File: src/rtl/spi_pkg.sv
// rtl/spi_pkg.sv - shared SPI link constants and receiver state encoding
package spi_pkg;

   localparam int   SPI_DATA_W   = 11;
   localparam logic SPI_LOAD_ACT = 1'b0;

   typedef enum logic {
      ST_IDLE  = 1'b0,
      ST_SHIFT = 1'b1
   } state_t;

endpackage

File: src/rtl/sync_edge.sv
// rtl/sync_edge.sv - multi-stage input synchroniser with registered copy for edge detection
module sync_edge #(
   parameter int   STG     = 2,
   parameter logic RST_VAL = 1'b0
) (
   input  logic clk,
   input  logic rst_n,
   input  logic din,
   output logic level,
   output logic rise,
   output logic fall
);

   logic [STG-1:0] chain;
   logic           dly;

   always_ff @(posedge clk) begin
      if (!rst_n) begin
         chain <= {STG{RST_VAL}};
         dly   <= RST_VAL;
      end else begin
         chain <= {chain[STG-2:0], din};
         dly   <= chain[STG-1];
      end
   end

   assign level = chain[STG-1];
   assign rise  = level & ~dly;
   assign fall  = ~level & dly;

endmodule

File: src/rtl/spi_slave_rx.sv
// rtl/spi_slave_rx.sv - SPI receive deserialiser: MSB-first frame to parallel word with valid/error strobes
module spi_slave_rx
   import spi_pkg::*;
#(
   parameter int   DATA_W   = SPI_DATA_W,
   parameter logic LOAD_ACT = SPI_LOAD_ACT,
   parameter int   SYNC_STG = 2
) (
   input  logic              clk,
   input  logic              rst_n,
   input  logic              LOAD,
   input  logic              SCLK,
   input  logic              MOSI,
   output logic [DATA_W-1:0] rx_dat,
   output logic              rx_vld,
   output logic              frm_err,
   output logic              busy,
   output logic [3:0]        bit_cnt
);

   localparam logic [3:0] CNT_FULL = 4'(DATA_W);
   localparam logic [3:0] CNT_SAT  = 4'(DATA_W + 1);

   logic load_rise, load_fall, sclk_rise, sclk_fall, mosi_rise, mosi_fall;
   logic load_s, sclk_s, mosi_s;
   logic frm_start, frm_end;
   logic unused_edges;

   state_t            state, st_nxt;
   logic [DATA_W-1:0] shift_reg, sreg_nxt, dat_nxt;
   logic [3:0]        cnt_nxt;
   logic              vld_nxt, err_nxt;

   sync_edge #(.STG(SYNC_STG), .RST_VAL(~LOAD_ACT)) u_load (
      .clk(clk), .rst_n(rst_n), .din(LOAD), .level(load_s), .rise(load_rise), .fall(load_fall)
   );
   sync_edge #(.STG(SYNC_STG), .RST_VAL(1'b0)) u_sclk (
      .clk(clk), .rst_n(rst_n), .din(SCLK), .level(sclk_s), .rise(sclk_rise), .fall(sclk_fall)
   );
   sync_edge #(.STG(SYNC_STG), .RST_VAL(1'b0)) u_mosi (
      .clk(clk), .rst_n(rst_n), .din(MOSI), .level(mosi_s), .rise(mosi_rise), .fall(mosi_fall)
   );

   assign unused_edges = ^{load_s, sclk_s, sclk_fall, mosi_rise, mosi_fall};
   assign frm_start    = LOAD_ACT ? load_rise : load_fall;
   assign frm_end      = LOAD_ACT ? load_fall : load_rise;
   assign busy         = (state == ST_SHIFT);

   always_ff @(posedge clk) begin
      if (!rst_n) begin
         state     <= ST_IDLE;
         shift_reg <= '0;
         bit_cnt   <= '0;
         rx_dat    <= '0;
         rx_vld    <= 1'b0;
         frm_err   <= 1'b0;
      end else begin
         state     <= st_nxt;
         shift_reg <= sreg_nxt;
         bit_cnt   <= cnt_nxt;
         rx_dat    <= dat_nxt;
         rx_vld    <= vld_nxt;
         frm_err   <= err_nxt;
      end
   end

   // A bit arriving together with frm_end is counted before the frame is judged.
   always_comb begin
      st_nxt   = state;
      sreg_nxt = shift_reg;
      cnt_nxt  = bit_cnt;
      dat_nxt  = rx_dat;
      vld_nxt  = 1'b0;
      err_nxt  = 1'b0;
      case (state)
         ST_IDLE: begin
            if (frm_start) begin
               st_nxt   = ST_SHIFT;
               sreg_nxt = '0;
               cnt_nxt  = '0;
            end
         end
         ST_SHIFT: begin
            if (sclk_rise) begin
               sreg_nxt = {shift_reg[DATA_W-2:0], mosi_s};
               if (bit_cnt != CNT_SAT) cnt_nxt = bit_cnt + 4'd1;
            end
            if (frm_end) begin
               st_nxt = ST_IDLE;
               if (cnt_nxt == CNT_FULL) begin
                  dat_nxt = sreg_nxt;
                  vld_nxt = 1'b1;
               end else begin
                  err_nxt = 1'b1;
               end
            end
         end
         default: st_nxt = ST_IDLE;
      endcase
   end

endmodule

File: config.mk
export PLATFORM = sky130hd
export DESIGN_NAME = spi_slave_rx
export DESIGN_NICKNAME = d
export VERILOG_FILES = /design/src/rtl/spi_pkg.sv /design/src/rtl/sync_edge.sv /design/src/rtl/spi_slave_rx.sv
export SDC_FILE = /design/constraint.sdc
export NUM_CORES = 1
export LEC_CHECK = 0
export CAP_MARGIN = 20
export CORE_MARGIN = 2
export CORE_UTILIZATION = 30
export CTS_CLUSTER_DIAMETER = 100
export DETAILED_ROUTE_END_ITERATION = 8
export GPL_ROUTABILITY_DRIVEN = 1
export SLEW_MARGIN = 10
export SYNTH_ARGS = -nofsm -noshare
export SYNTH_HDL_FRONTEND = slang
export SYNTH_HIERARCHICAL = 1
export SYNTH_SLANG_ARGS = --single-unit
File: constraint.sdc
create_clock -name clk -period 2.5 [get_ports clk]
set_input_delay 0.375 -clock clk [delete_from_list [all_inputs] [get_ports clk]]
set_output_delay 0.375 -clock clk [all_outputs]
set_load 0.02 [all_outputs]
==> metrics list, run 1 <==
- The run finished with clean final reports.
* CTS Hold Bufs: 0
- In this run the worst path has a maximum fanout of 11.
- Root Driver: clkbuf_8
- Fmax: 0.516 GHz
* Slowest library cell on the worst path: and3_4
* CP Cell Sequence: inv_1, ha_1, nand3b_1, o211ai_1, and3_4, a211oi_1
- Die span in x: 75.9 µm
- In the global route stage, overall resource usage came out at 0.128.
- Die Y-Extent: 75.9 µm
- Clock tree synthesis found a total of 37 sinks.
* Post-route fraction of the period consumed by the critical path: 0.776
- The via count of the first global-routing pass came to approximately 1100.
* Post-detailed-route count of antenna-violating nets: 0
- Of the cells placed in the final design, the portion with a size suffix greater than 1 is 0.147.
- Floorplan die area: 0.00575 mm²
* Setup repair after global routing missed its margin: no
* Peak supply drop: between 300 and 400 µV
- Wire length of the first global-routing pass: around 5.5 mm
* Top Family by Delay on Critical Path: simple AND/OR/NAND/NOR gates
- Met2 global-route usage: 0.175
- Setup crit end kind: flop
* Residual DRC count: 0
- Counting every net in the synthesized netlist gives around 160.
- In this run the count of I/O pins placed on the die edge is 23.
* Via density: between 4 and 5
* Setup slack of the most critical reg-to-reg path: around 560 ps
- TritonCTS clock tree: done
- Crit Path Category: flop to flop
* Clock latency on the worst-skew pair: between 200 and 300 ps
- Setup fix buffers added after clock tree synthesis: 0
- Number of instances in the synthesized netlist: roughly 150
- For the worst setup path, the data arrival time is about 2100 ps.
- Ratio of total power to cell area: 542 mW/mm²
* Most used routing layer in global routing: met1
- The routed design could run at a clock period as short as between 1500 and 2000 ps.
- Counting cells, the worst reg-to-reg path comes to 6.
- Final setup fails: 0
- Met3 demand-to-capacity share in global routing: 0.0423
* Number of antenna violations at the first check in global routing: 0
- In this run the critical register-to-register path is captured at rx_dat[10].
* Routed wire length per instance: about 13 µm
* Setup TNS: 0 ps
- The path with the worst hold slack has its endpoint at u_load/chain[1].
- Measured slew at the worst slew-check pin: 674 ps
* H-tree depth: 2
* Layout Utilization: 0.382
- Data on the critical path is required at its endpoint by about 2700 ps.
- Iteration-0 DRC Markers: 73
* Buffer depth of the longest clock path: 2
- Maximum number of pins on one net before global-route repair: 24
* Buffers on Ports: 22
- Number of detailed-route iterations in the first pass: 4
- For met1 alone, demand over resource in global routing was 0.177.
- Floorplan core area: slightly above 0.005 mm²
* Area Overhead vs Synth: 24.3%
- Buffers inserted during clock tree synthesis total 5.
* Count of yosys warnings during synthesis: 6
- Worst Skew: about 4.2 ps
- Number of pins with negative max-slew slack in the final report: 0
* Hold-critical path depth: 1
* Count of inserted antenna diode cells: 0
- Clock slew at the register clock pins of the worst setup and hold paths: 70 ps
- Initial standard-cell utilization of the core: 0.307
- In the final design database the tool counted 183 nets.
- CP bufs+invs: 1
- MaxCap Viol Count: 0
- The final count of hold timing violations came to 0.
- The tightest min-delay check is of the flop to flop type.
- Number of instances resized during post-cts repair: 0
- Worst reg2reg path startpoint: bit_cnt[0]
- For this run the aggregate overflow at the end of global routing stands at 0.
- Number of rows created at floorplan: 26
* Total length of routed wires: 3.17 mm
- Post-synthesis average cell area: 10.2 µm²
- The cell area that synthesis handed to floorplanning was 0.00155 mm².
- In this run the most critical hold path is launched from u_load/chain[0].
* Post-detailed-placement half-perimeter wirelength: around 2.2 mm
- Relative slew slack: 0.549
* Via count: 1182
* Logic depth of the worst setup path including buffers: 6
- Routability-driven placement finished with a final weighted congestion of between 0.7 and 0.8.
* Startpoint kind of the worst setup timing path: flop
* Leakage dissipation: 0.609 nW
- Largest stage delay, worst path: ~450 ps
[power breakdown]
group	internal (W)	switching (W)	total [W]
sequential	0.000596	0.00000431	0.000600
clock	0.000193	0.000200	0.000393
combinational	0.0000210	0.0000292	0.0000502
[worst max path at each step]
stage	startpoint	to	slack, ps
after floorplan	bit_cnt[0]	rx_dat[0]	580
after detailed placement	bit_cnt[0]	rx_dat[10]	570
final	bit_cnt[0]	rx_dat[10]	560
after CTS	bit_cnt[0]	rx_dat[10]	560
after global placement	bit_cnt[0]	rx_dat[3]	640
after global routing	bit_cnt[0]	rx_dat[3]	400
[layout make-up]
class	instances	area (µm²)
Fill cell	517	3120
Timing Repair Buffer	28	265
Multi-Input combinational cell	99	731
Tap cell	70	87.6
Inverter	5	18.8
Sequential cell	37	741
Clock inverter	2	10.0
Clock buffer	6	72.6
[worst reg2reg max path, delay by kind of cell (launching register included)]
| kind | cells | cell delay (ps) |
|---|---|---|
| DFF | 1 | 430 |
| buffers and inverters | 1 | 110 |
| adders and majority gates | 1 | 250 |
| and+or+nand+nor | 2 | 620 |
| AOI/OAI and AO/OA | 2 | 430 |
[cell usage in the layout (no fill, tap or decap), drive strengths merged, types with 3 or more instances in the layout]
| cell | n |
|---|---|
| clkinv | 3 |
| a22oi | 10 |
| nand2b | 3 |
| clkdlybuf4s50 | 22 |
| inv | 4 |
| a31oi | 11 |
| mux2i | 11 |
| nand2 | 3 |
| a21oi | 5 |
| nor2b | 3 |
| nor2 | 13 |
| buf | 6 |
| and2 | 6 |
| dfxtp | 37 |
| a211oi | 14 |
| clkbuf | 6 |
[per-stage QoR]
stage               power (W)  worst slack, ps  cells  area (µm²)  hold WS [ps]
floorplan            0.000645              578    152        1550           386
global placement     0.000663              637    239        1840           390
detailed placement   0.000664              573    239        1840           392
CTS                   0.00106              564    247        1930           409
global route          0.00109              401    247        1930           425
finish                0.00104              561    247        1930           407
[layer usage]
metal | up-vias | wire (µm)
li1 | 610 | -
met1 | 541 | 1630
met2 | 27 | 1320
met3 | 4 | 153
met4 | 0 | 59
met5 | - | 0
Note: power is estimated with default switching activity, not from simulation.
==> inputs of run 2 (changes only) <==
==> constraint.sdc (replaced) <==
create_clock -name clk -period 1.63 [get_ports clk]
set_input_delay 0.2445 -clock clk [delete_from_list [all_inputs] [get_ports clk]]
set_output_delay 0.2445 -clock clk [all_outputs]
set_load 0.02 [all_outputs]
==> run 2 against run 1 <==
Compared with the run above: critical path type unchanged; clock power grew 110%; critical path depth grew 1; total power grew 78%; flip-flop and latch count is the same; via count grew 6.2%; combinational power grew 97%; sequential power grew 53%; sequential share of layout area shrank 6.2 points; design area grew 21%; hold slack gained 0.72 ps; wire length grew 18%; largest cell class is now multi-input gates.
==> metrics list, run 2 (synthesis gave the netlist of run 1 again) <==
- The number of antenna violations at the first check in global routing was 0 (unchanged).
* Final worst-path setup slack: 0.512 ps (-560 ps)
* Clock power share: 0.453 (+0.076)
- Maximum number of pins on one net before global-route repair: 23 (-4.2%)
- Total internal power: 0.00145 W (+79%)
- Comb pwr share: 0.053 (+0.005)
- The leakage power was 0.770 nW (+27%).
- The worst setup path is captured at a flop.
* Measured slew at the worst slew-check pin: 288 ps (-385 ps)
- The delay of the slowest critical-path stage is 350 ps (-100 ps).
* Root Driver: clkbuf_8
* Post-detailed-route count of antenna-violating nets: 0 (unchanged)
* Crit Path Category: flop to flop
- The peak supply drop came to 488 µV (+30%).
- Die span in x: 75.9 µm (unchanged)
* Switching power share of the total: 0.217 (-0.00662)
- The clock latency on the worst-skew pair came to 290 ps (about the same).
- Final Hold Violating Endpoints: 0 (unchanged)
- Grt total ovfl: 0 (unchanged)
- The number of setup violations in the final report is 0 (unchanged).
- Hold crit path type: flop to flop
- The via-per-instance ratio is 4.75 (-0.66%).
- Residual DRC count: 0 (unchanged)
* Number of detailed-route iterations in the first pass: 4 (unchanged)
- The number of input and output port buffers inserted is 22 (unchanged).
- The total die area came to 0.00575 mm² (unchanged).
* Initial standard-cell utilization of the core: 0.307 (unchanged)
* Ratio of total power to cell area: 798 mW/mm² (+47%)
* Clock slew at the register clock pins of the worst setup and hold paths: 80 ps (about the same)
- The average detailed-routed wire length per instance was 14.1 µm (+10%).
- TritonCTS clock tree: done
* Most frequent cells in the layout: dfxtp_1 (35), clkdlybuf4s50_1 (18), buf_4 (17)
- Overall power consumption: 0.00185 W (+78%)
- The run finished with clean final reports.
- Shortest period the worst path allows: 1630 ps (-310 ps)
- The count of pins on the block boundary was 23 (unchanged).
- Number of nets in the layout: 200 (+9.3%)
- The max-slew headroom at the worst pin was 0.808 (+0.259).
- Floorplan core area: 0.00504 mm² (unchanged)
- The clock net sink count was 37 (unchanged).
* MaxCap Viol Count: 0 (unchanged)
* Die Y-Extent: 75.9 µm (unchanged)
* H-tree depth: 2 (unchanged)
* Via count of the first global-routing pass: 1180 (+3.2%)
- The power dissipated by switching net loads came to 0.000403 W (+72%).
- Fmax: 0.614 GHz (+19%)
- Gpl congestion: 0.684 (-11%)
- Global-route total usage across every layer: 0.133 (+0.00503)
* Worst Skew: 6.77 ps (+2.58 ps)
- The final critical-path share of the clock period came to 1.00 (+0.224).
- Data arrival time of the critical path: 1800 ps (-300 ps)
* Count of inserted antenna diode cells: 0 (unchanged)
- The post-route core utilization came to 0.461 (+0.0787).
- The number of CTS-inserted buffers was 5 (unchanged).
- The total negative slack for setup checks is 0 ps (unchanged).
* Number of rows created at floorplan: 26 (unchanged)
- The share of cells above drive strength 1 is 0.330 (+0.183).
* Sequential fraction of design power: 0.494 (-0.081)
- STA classifies the critical path startpoint as a flop.
- The number of pins exceeding their max-slew limit in the final report was 0 (unchanged).
* Critical Path Fanout Max: 6 (-5)
- Traced cell by cell, the critical path runs through inv_2, ha_4, mux2_4, and4_4, buf_12, a31oi_1, a211oi_2.
- Buffer depth of the longest clock path: 2 (unchanged)
* Setup repair after global routing missed its margin: yes
- The total number of vias came to 1255 (+6.2%).
- Setup Slack @ Placement: 21.9 ps (-551 ps)
* Post-detailed-placement half-perimeter wirelength: 2.32 mm (+6.4%)
* Critical path data required time: 1810 ps (-850 ps)
* Wire length of the first global-routing pass: 5.55 mm (+0.49%)
- Area Overhead vs Synth: 49.9%
- The DRC marker count from the first detailed-route iteration came to 42 (-42%).
* Total length of routed wires: 3.73 mm (+18%)
* Slowest library cell on the worst path: dfxtp_4
- Leaving out fill and tap cells, the most frequent cell in the layout is dfxtp_1.
## run 2: changes by cell type in the layout (fill, tap and decap cells not counted), sizes merged
| cell | before | now |
|---|---|---|
| bufinv | 0 | 1 |
| buf | 6 | 21 |
| and3 | 1 | 2 |
| clkdlybuf4s50 | 22 | 18 |
| dlygate4sd2 | 0 | 4 |
| clkbuf | 6 | 7 |
| inv | 4 | 5 |
| clkinv | 3 | 1 |
## run 2: stage by stage
step / area (µm²) / std cells / hold slack (ps)
2_1_floorplan: 1580 / 152 / 318
4_1_cts: 2090 / 259 / 411
3_3_place_gp: 1970 / 251 / 394
5_1_grt: 2320 / 264 / 422
3_5_place_dp: 1970 / 251 / 393
6_report: 2320 / 264 / 407
## run 2: power by group through the flow
stage	registers [W]	logic (W)	clock network [W]
after floorplan	0.000936	0.0000511	0
after global placement	0.000937	0.0000889	0
after detailed placement	0.000937	0.0000880	0
after CTS	0.000915	0.0000871	0.000870
after global routing	0.000917	0.000108	0.000896
final	0.000916	0.0000991	0.000839
## run 2: final cells by class
| type | count | area [µm²] |
|---|---|---|
| multi-input cells | 100 | 921 |
| repair buffers | 44 | 425 |
| flip-flops and latches | 37 | 748 |
| inverters | 5 | 21.3 |
| well taps | 70 | 87.6 |
| fillers | 471 | 2720 |
| clock buffers | 6 | 82.6 |
| clock inverters | 2 | 36.3 |
## run 2: critical path: cells and delay by family (launching register included)
family          cells  cell delay, ps
compound gates      2             250
fa+ha+maj           1             230
buf+inv             2             190
flops               1             350
mux                 1             260
simple gates        1             230
## run 2: final timing paths
kind / start / endpoint / slack [ps] / cells past startpoint
worst max-delay path: bit_cnt[1] / rx_dat[2] / 0.5 / 7
worst min-delay path: u_load/chain[0] / u_load/chain[1] / 410 / 1
worst max register to register: bit_cnt[1] / rx_dat[2] / 0.5 / 7
worst min register to register: u_load/chain[0] / u_load/chain[1] / 410 / 1
## run 2: repair_timing
item | 4_1_cts | 5_1_grt
buffers inserted | 0 | 3
pin swaps | 0 | 20
hold buffers | 0 | 0
endpoints found under the hold margin | 0 | 0
setup endpoints to repair | 5 | 17
cloned | 0 | 2
gates resized for setup | 5 | 30
## run 2: metal layers
layer,share of wire,up-vias,GRT usage
li1,-,643,-
met1,0.49,586,0.178
met2,0.45,22,0.193
met3,0.036,4,0.0370
met4,0.017,0,0.0760
met5,0,-,0
